## src/rtl/clock_param.sv

```systemverilog
// Binary-time clock with multiplexed active-low 7-segment scan, hourly chime and button adjust.
// Define CLOCK_ALARM_EN to build the alarm registers, alarm adjust/display and led3.
module clock_param #(
    parameter int unsigned CLK_HZ      = 100000000,
    parameter int unsigned SCAN_HZ     = 1000,
    parameter int unsigned NUM_DIGITS  = 8,
    parameter int unsigned CHIME_SEC   = 10,
    parameter int unsigned ALARM_RST_H = 7
) (
    input  logic                  clk_100Mhz,
    input  logic                  rst_n,
    input  logic                  minute_change,
    input  logic                  hour_change,
    input  logic                  mode,
    input  logic                  alarm_en,
    output logic [NUM_DIGITS-1:0] select,
    output logic [7:0]            number,
    output logic                  led1,
    output logic                  led2,
    output logic                  led3
);
    localparam int unsigned SCAN_DIV = CLK_HZ / SCAN_HZ;
    localparam int unsigned CNT_W    = $clog2(CLK_HZ);
    localparam int unsigned SCAN_W   = (SCAN_DIV > 1) ? $clog2(SCAN_DIV) : 1;
    localparam int unsigned DIG_W    = $clog2(NUM_DIGITS);
    localparam int unsigned CHM_W    = $clog2(CHIME_SEC + 1);

    logic [CNT_W-1:0]      tick_cnt;
    logic [SCAN_W-1:0]     scan_cnt;
    logic [DIG_W-1:0]      digit;
    logic [5:0]            sec, min;
    logic [4:0]            hour;
    logic [2:0]            min_sync, hr_sync;
    logic [CHM_W-1:0]      chime_cnt;
    logic                  tick1, min_edge, hr_edge, alarm_sel;
    logic                  sec_wrap, min_wrap, t_min_adj, t_hr_adj;
    logic [5:0]            sec_nx, min_nx;
    logic [4:0]            hour_nx;
    logic [5:0]            d_sec, d_min;
    logic [4:0]            d_hour, h12;
    logic                  pm;
    logic [3:0]            dval;
    logic                  blank;
    logic [7:0]            seg_nx;
    logic [NUM_DIGITS-1:0] select_nx;
    logic                  alarm_match;

    function automatic logic [7:0] seg_of(input logic [3:0] d);
        case (d)
            4'd0:    seg_of = 8'hC0;
            4'd1:    seg_of = 8'hF9;
            4'd2:    seg_of = 8'hA4;
            4'd3:    seg_of = 8'hB0;
            4'd4:    seg_of = 8'h99;
            4'd5:    seg_of = 8'h92;
            4'd6:    seg_of = 8'h82;
            4'd7:    seg_of = 8'hF8;
            4'd8:    seg_of = 8'h80;
            4'd9:    seg_of = 8'h90;
            default: seg_of = 8'hFF;
        endcase
    endfunction

    assign tick1    = (tick_cnt == CNT_W'(CLK_HZ - 1));
    // Bits [1:0] are the synchronizer, bit 2 holds the previous synchronized level.
    assign min_edge = min_sync[1] & ~min_sync[2];
    assign hr_edge  = hr_sync[1] & ~hr_sync[2];

`ifdef CLOCK_ALARM_EN
    logic [5:0] amin;
    logic [4:0] ahour;

    assign alarm_sel   = alarm_en;
    assign alarm_match = !alarm_sel && (hour == ahour) && (min == amin);

    always_ff @(posedge clk_100Mhz or negedge rst_n) begin
        if (!rst_n) begin
            amin  <= 6'd0;
            ahour <= 5'(ALARM_RST_H);
        end else begin
            if (min_edge && alarm_sel) amin  <= (amin == 6'd59) ? 6'd0 : amin + 6'd1;
            if (hr_edge && alarm_sel)  ahour <= (ahour == 5'd23) ? 5'd0 : ahour + 5'd1;
        end
    end
`else
    logic unused_alarm_en;

    assign unused_alarm_en = alarm_en;
    assign alarm_sel       = 1'b0;
    assign alarm_match     = 1'b0;
`endif

    // An adjust on a field swallows the tick's carry into that same field.
    always_comb begin
        t_min_adj = min_edge & ~alarm_sel;
        t_hr_adj  = hr_edge & ~alarm_sel;
        sec_wrap  = tick1 && (sec == 6'd59);
        min_wrap  = sec_wrap && !t_min_adj && (min == 6'd59);
        sec_nx    = sec;
        min_nx    = min;
        hour_nx   = hour;
        if (tick1)                  sec_nx  = sec_wrap ? 6'd0 : sec + 6'd1;
        if (t_min_adj || sec_wrap)  min_nx  = (min == 6'd59) ? 6'd0 : min + 6'd1;
        if (t_hr_adj || min_wrap)   hour_nx = (hour == 5'd23) ? 5'd0 : hour + 5'd1;
    end

    always_comb begin
        h12 = (hour >= 5'd12) ? hour - 5'd12 : hour;
        if (h12 == 5'd0) h12 = 5'd12;
        d_sec  = sec;
        d_min  = min;
        d_hour = mode ? h12 : hour;
        pm     = mode && (hour >= 5'd12);
`ifdef CLOCK_ALARM_EN
        if (alarm_sel) begin
            d_sec  = 6'd0;
            d_min  = amin;
            d_hour = ahour;
            pm     = mode && (ahour >= 5'd12);
        end
`endif
    end

    always_comb begin
        dval  = 4'd0;
        blank = 1'b0;
        case (digit)
            DIG_W'(0): dval  = 4'(d_sec % 6'd10);
            DIG_W'(1): dval  = 4'(d_sec / 6'd10);
            DIG_W'(2): dval  = 4'(d_min % 6'd10);
            DIG_W'(3): dval  = 4'(d_min / 6'd10);
            DIG_W'(4): dval  = 4'(d_hour % 5'd10);
            DIG_W'(5): dval  = 4'(d_hour / 5'd10);
            default:   blank = 1'b1;
        endcase
        seg_nx = blank ? 8'hFF : seg_of(dval);
        if ((digit == DIG_W'(2)) && !alarm_sel && (tick_cnt < CNT_W'(CLK_HZ / 2))) seg_nx[7] = 1'b0;
        select_nx = ~(NUM_DIGITS'(1) << digit);
    end

    always_ff @(posedge clk_100Mhz or negedge rst_n) begin
        if (!rst_n) begin
            tick_cnt <= '0;
            scan_cnt <= '0;
            digit    <= '0;
            min_sync <= '0;
            hr_sync  <= '0;
        end else begin
            tick_cnt <= tick1 ? '0 : tick_cnt + CNT_W'(1);
            min_sync <= {min_sync[1:0], minute_change};
            hr_sync  <= {hr_sync[1:0], hour_change};
            if (scan_cnt == SCAN_W'(SCAN_DIV - 1)) begin
                scan_cnt <= '0;
                digit    <= (digit == DIG_W'(NUM_DIGITS - 1)) ? '0 : digit + DIG_W'(1);
            end else begin
                scan_cnt <= scan_cnt + SCAN_W'(1);
            end
        end
    end

    // Chime is armed only by a counted rollover into mm:ss = 00:00.
    always_ff @(posedge clk_100Mhz or negedge rst_n) begin
        if (!rst_n) begin
            sec       <= 6'd0;
            min       <= 6'd0;
            hour      <= 5'd0;
            chime_cnt <= '0;
        end else begin
            sec  <= sec_nx;
            min  <= min_nx;
            hour <= hour_nx;
            if (min_wrap)                        chime_cnt <= CHM_W'(CHIME_SEC);
            else if (tick1 && chime_cnt != '0)   chime_cnt <= chime_cnt - CHM_W'(1);
        end
    end

    always_ff @(posedge clk_100Mhz or negedge rst_n) begin
        if (!rst_n) begin
            select <= '1;
            number <= 8'hFF;
            led1   <= 1'b0;
            led2   <= 1'b0;
            led3   <= 1'b0;
        end else begin
            select <= select_nx;
            number <= seg_nx;
            led1   <= pm;
            led2   <= (chime_cnt != '0);
            led3   <= alarm_match;
        end
    end
endmodule

```

## config.mk

```make
export PLATFORM = sky130hd
export DESIGN_NAME = clock_param
export DESIGN_NICKNAME = d
export VERILOG_FILES = /design/src/rtl/clock_param.sv
export SDC_FILE = /design/constraint.sdc
export NUM_CORES = 1
export LEC_CHECK = 0
export BUFFER_PORTS_ARGS = -buffer_cell sky130_fd_sc_hd__buf_2
export CAP_MARGIN = 10
export CORE_MARGIN = 3
export CORE_UTILIZATION = 25
export CTS_BUF_LIST = sky130_fd_sc_hd__clkbuf_8
export DETAILED_ROUTE_END_ITERATION = 8
export GPL_TIMING_DRIVEN = 0
export MAX_ROUTING_LAYER = met4
export PLACE_DENSITY = 0.5
export SLEW_MARGIN = 5
export SYNTH_ARGS = -nofsm -noshare
export SYNTH_HDL_FRONTEND = slang
export SYNTH_SLANG_ARGS = --single-unit
```

## constraint.sdc

```tcl
create_clock -name clk_100Mhz -period 9.7 [get_ports clk_100Mhz]
set_clock_uncertainty 0.2 [all_clocks]
set_input_delay 2.425 -clock clk_100Mhz [delete_from_list [all_inputs] [get_ports clk_100Mhz]]
set_output_delay 2.425 -clock clk_100Mhz [all_outputs]
set_load 0.05 [all_outputs]
```

==> summary.md <==
| Metric | Value |
|---|---|
| RSZ-0062 raised after global routing | false |
| Core area | ~0.020 mm^2 |
| Pwr/cell area | roughly 150 mW/mm^2 |
| Crit-path cells | buf_2, nor2b_2, mux2i_1, mux2_4, ha_1, nor2_1, a21o_1, o21a_1, a221oi_1, o2111ai_1, ha_1, nand2b_1, o32ai_1, a211oi_2 |
| Crit path max-delay cell type | mux2_4 |
| Startpoint Class | input pin |
| Max Slew Vio Count | 0 |
| Drt drc | 0 |
| Tmin final | between 5 and 6 ns |
| CTS buffer count | 9 |
| Share of cells above drive strength 1 | roughly 16% |
| Maximum clock frequency | approximately 190 MHz |
| I/O pin count | 25 |
| Max_cap viols | 0 |
| Critical Path AT | between 5 and 6 ns |
| Clk slew on worst S/H paths | approximately 0.09 ns |
| Run status | complete, no violations |
| Final Hold Viols | 0 |
| Most frequent CP cell | ha_1 |
| Post-CTS Setup Bufs | 0 |
| Die Ht | 151 um |
| Buf/Inv on CP | 1 |
| Max clock buf depth | 2 |
| H-tree depth | 3 |
| Cells after Synth | approximately 550 |
| Router iterations before antenna repair | 4 |
| Sequential fraction of the synthesis area | between 40% and 50% |
| Synth Cell Area | approximately 0.0053 mm^2 |
| Cell row count | 52 |
| Syn. warnings | 0 |
| Post_cts resized | 0 |
| Number of vias per cell | 4.67 |
| RD Place Congestion | between 0.8 and 0.9 |
| Leak Pwr | 2.54 nW |
| Max incr delay on CP | roughly 0.34 ns |
| CP Capture Type | register |
| Worst-skew pair later-pin latency | ~0.37 ns |
| Crit-path leading delay family | compound AO/OA/AOI/OAI gates |
| Largest net degree at the start of global routing | around 50 |
| Type of the worst setup path | in -> reg |
| Starting Density | approximately a quarter |
| Root buffer cell | clkbuf_8 |
| Final nets | around 610 |
| CTS Hold Bufs | 0 |
| Most common flop cell mapped by yosys | dfrtp_1 |
| CTS tree | yes |
| Wire per inst | roughly 13 um |
| Reg2reg setup slack | between 5 and 6 ns |
| Max FO, Critical Path | 7 |
| Via count | between 3000 and 4000 |
| WP data required | between 9 and 10 ns |
| Syn_nets | about 570 |
| Die area | between 0.02 and 0.025 mm^2 |
| Setup TNS Final | 0 ns |
| First-pass GRT wire length | between 15 and 20 mm |
| Iter 0 DRT Violations | 250 |
| Yosys reg bits | 92 |
| Area grow syn2layout | 13.7% |
| Worst hold-check path type | reg -> reg |
| Diodes inserted | 0 |
| Worst rel slew slack | roughly 40% |
| Vias in the first global route | roughly 4000 |
| Clock sink count | slightly above 90 |
| Fraction of registers with async set/reset | 100% |
| Final WL | between 10 and 15 mm |
| Power, Total | between 0.0009 and 0.001 W |
| Initial antenna violation count | 0 |
| Worst-margin pin slew | about 0.89 ns |
| Setup Viol. Count Final | 0 |
| Peak VDD IR | 51.2 uV |
| Fill cells | ~2100 |
| EDFF count, synth | 0 |
| Synth cell types | 74 |
| Mean post-synth cell area | just under 10 um^2 |
| Antenna-violating nets left | 0 |
| HPWL Detailed | 8.26 mm |
| IO buf count | 22 |
| Tcrit/Tclk final | between 50% and 60% |
| Remaining global-route overflow | 0 |
| Die width | roughly 150 um |
| GR Util All Layers | between 10% and 20% |
[metal layers]
layer / routed length [um] / up-vias / GRT usage (%)
li1: - / 1984 / -
met1: 5410 / 1944 / 13.7
met2: 5460 / 48 / 16.6
met3: 277 / 16 / 1.96
met4: 220 / 0 / 4.53
met5: 0 / - / -
[final cells by class]
| cell class | count | area (um^2) | share of cell area (%) |
|---|---|---|---|
| inverters | 19 | 71.3 | 1.19 |
| repair buffers | 23 | 140 | 2.33 |
| plain buffers | 19 | 97.6 | 1.62 |
| flip-flops and latches | 92 | 2320 | 38.6 |
| well taps | 270 | 338 | 5.62 |
| clock inverters | 7 | 123 | 2.04 |
| clock buffers | 9 | 124 | 2.06 |
| multi-input cells | 415 | 2800 | 46.5 |
[cells in the mapped netlist (all sizes together), types with 10 or more instances]
master	n	area share (%)
ha	23	5.4
o21ai	26	2.7
dfstp	16	7.9
and3	10	1.3
mux2i	10	1.9
nand2	53	3.8
nor2b	11	1.4
nand2b	10	1.2
dfrtp	76	36
xor2	23	3.8
clkbuf	11	0.78
nor3	11	1.5
nor2	66	4.7
xnor2	26	4.3
a21oi	11	1.2
nand3	29	2.7
inv	19	1.3
[cell families (layout without fill, tap and decap cells)]
logic type	count (synthesis)	after routing	synth area share, %
DFF	92	92	43.9
adders and majority gates	25	25	5.84
and+or+nand+nor	231	231	22.5
muxes	16	16	3.24
other	1	1	0.0709
buffers and inverters	38	77	3.19
xor gates and xnor gates	49	49	8.11
AOI/OAI and AO/OA	93	93	13.1
[sequential cells by signal (all words and copies together) (netlist names)]
signal,count
led1,1
select,8
hr_sync,3
number,8
d_min,6
chime_cnt,4
led2,1
scan_cnt,17
hour,5
min_sync,3
digit,3
tick_cnt,27
d_sec,6
[worst paths after layout]
path	depth (start not counted)	end	start
setup / recovery	14	number[6]	mode
hold / removal	0	min_sync[1]	min_sync[0]
setup reg to reg	16	number[5]	hour[2]
hold reg to reg	0	min_sync[1]	min_sync[0]
max in group asynchronous	2	number[4]	rst_n
min in group asynchronous	1	hr_sync[0]	rst_n
[per-stage QoR]
step                utilization, %  cells  cell area, um^2  setup WS [ns]  hold WS [ns]
floorplan                        -    545             5290           4.47         0.131
global placement              28.0    837             5740           3.97         0.138
detailed placement            28.1    838             5770           3.97         0.135
CTS                           29.3    854             6010           4.37         0.158
global route                  29.3    854             6010           4.05         0.179
finish                        29.3    854             6010           4.32         0.155
[power breakdown]
group	switching [W]	leakage, nW	internal (W)
sequential	0.0000206	1.17	0.000403
combinational	0.000111	1.26	0.0000660
clock	0.000145	0.116	0.000172
total	0.000277	2.54	0.000642
[cells in the final DEF (no fill, tap or decap), types with 4 or more instances in the layout]
| cell type | count |
|---|---|
| buf_2 | 24 |
| a22oi_1 | 8 |
| dfstp_2 | 16 |
| a21oi_1 | 9 |
| and2_1 | 7 |
| o22ai_1 | 5 |
| o211ai_1 | 5 |
| nor3_1 | 9 |
| xor2_1 | 23 |
| clkbuf_8 | 9 |
| xnor2_1 | 26 |
| nand3_1 | 29 |
| and4_1 | 6 |
| nand2_1 | 53 |
| nor2b_1 | 9 |
| inv_1 | 19 |
| and3_1 | 9 |
| mux2i_1 | 10 |
| nor4_1 | 4 |
| mux2_2 | 4 |
| clkbuf_1 | 11 |
| nand4b_1 | 4 |
| ha_1 | 23 |
| nor2_1 | 66 |
| nand2b_1 | 10 |
| o21ai_1 | 4 |
| dfrtp_1 | 76 |
| o21ai_0 | 19 |
| nand4_1 | 8 |
| buf_4 | 5 |
No activity file was read; power rests on OpenSTA's default activity.
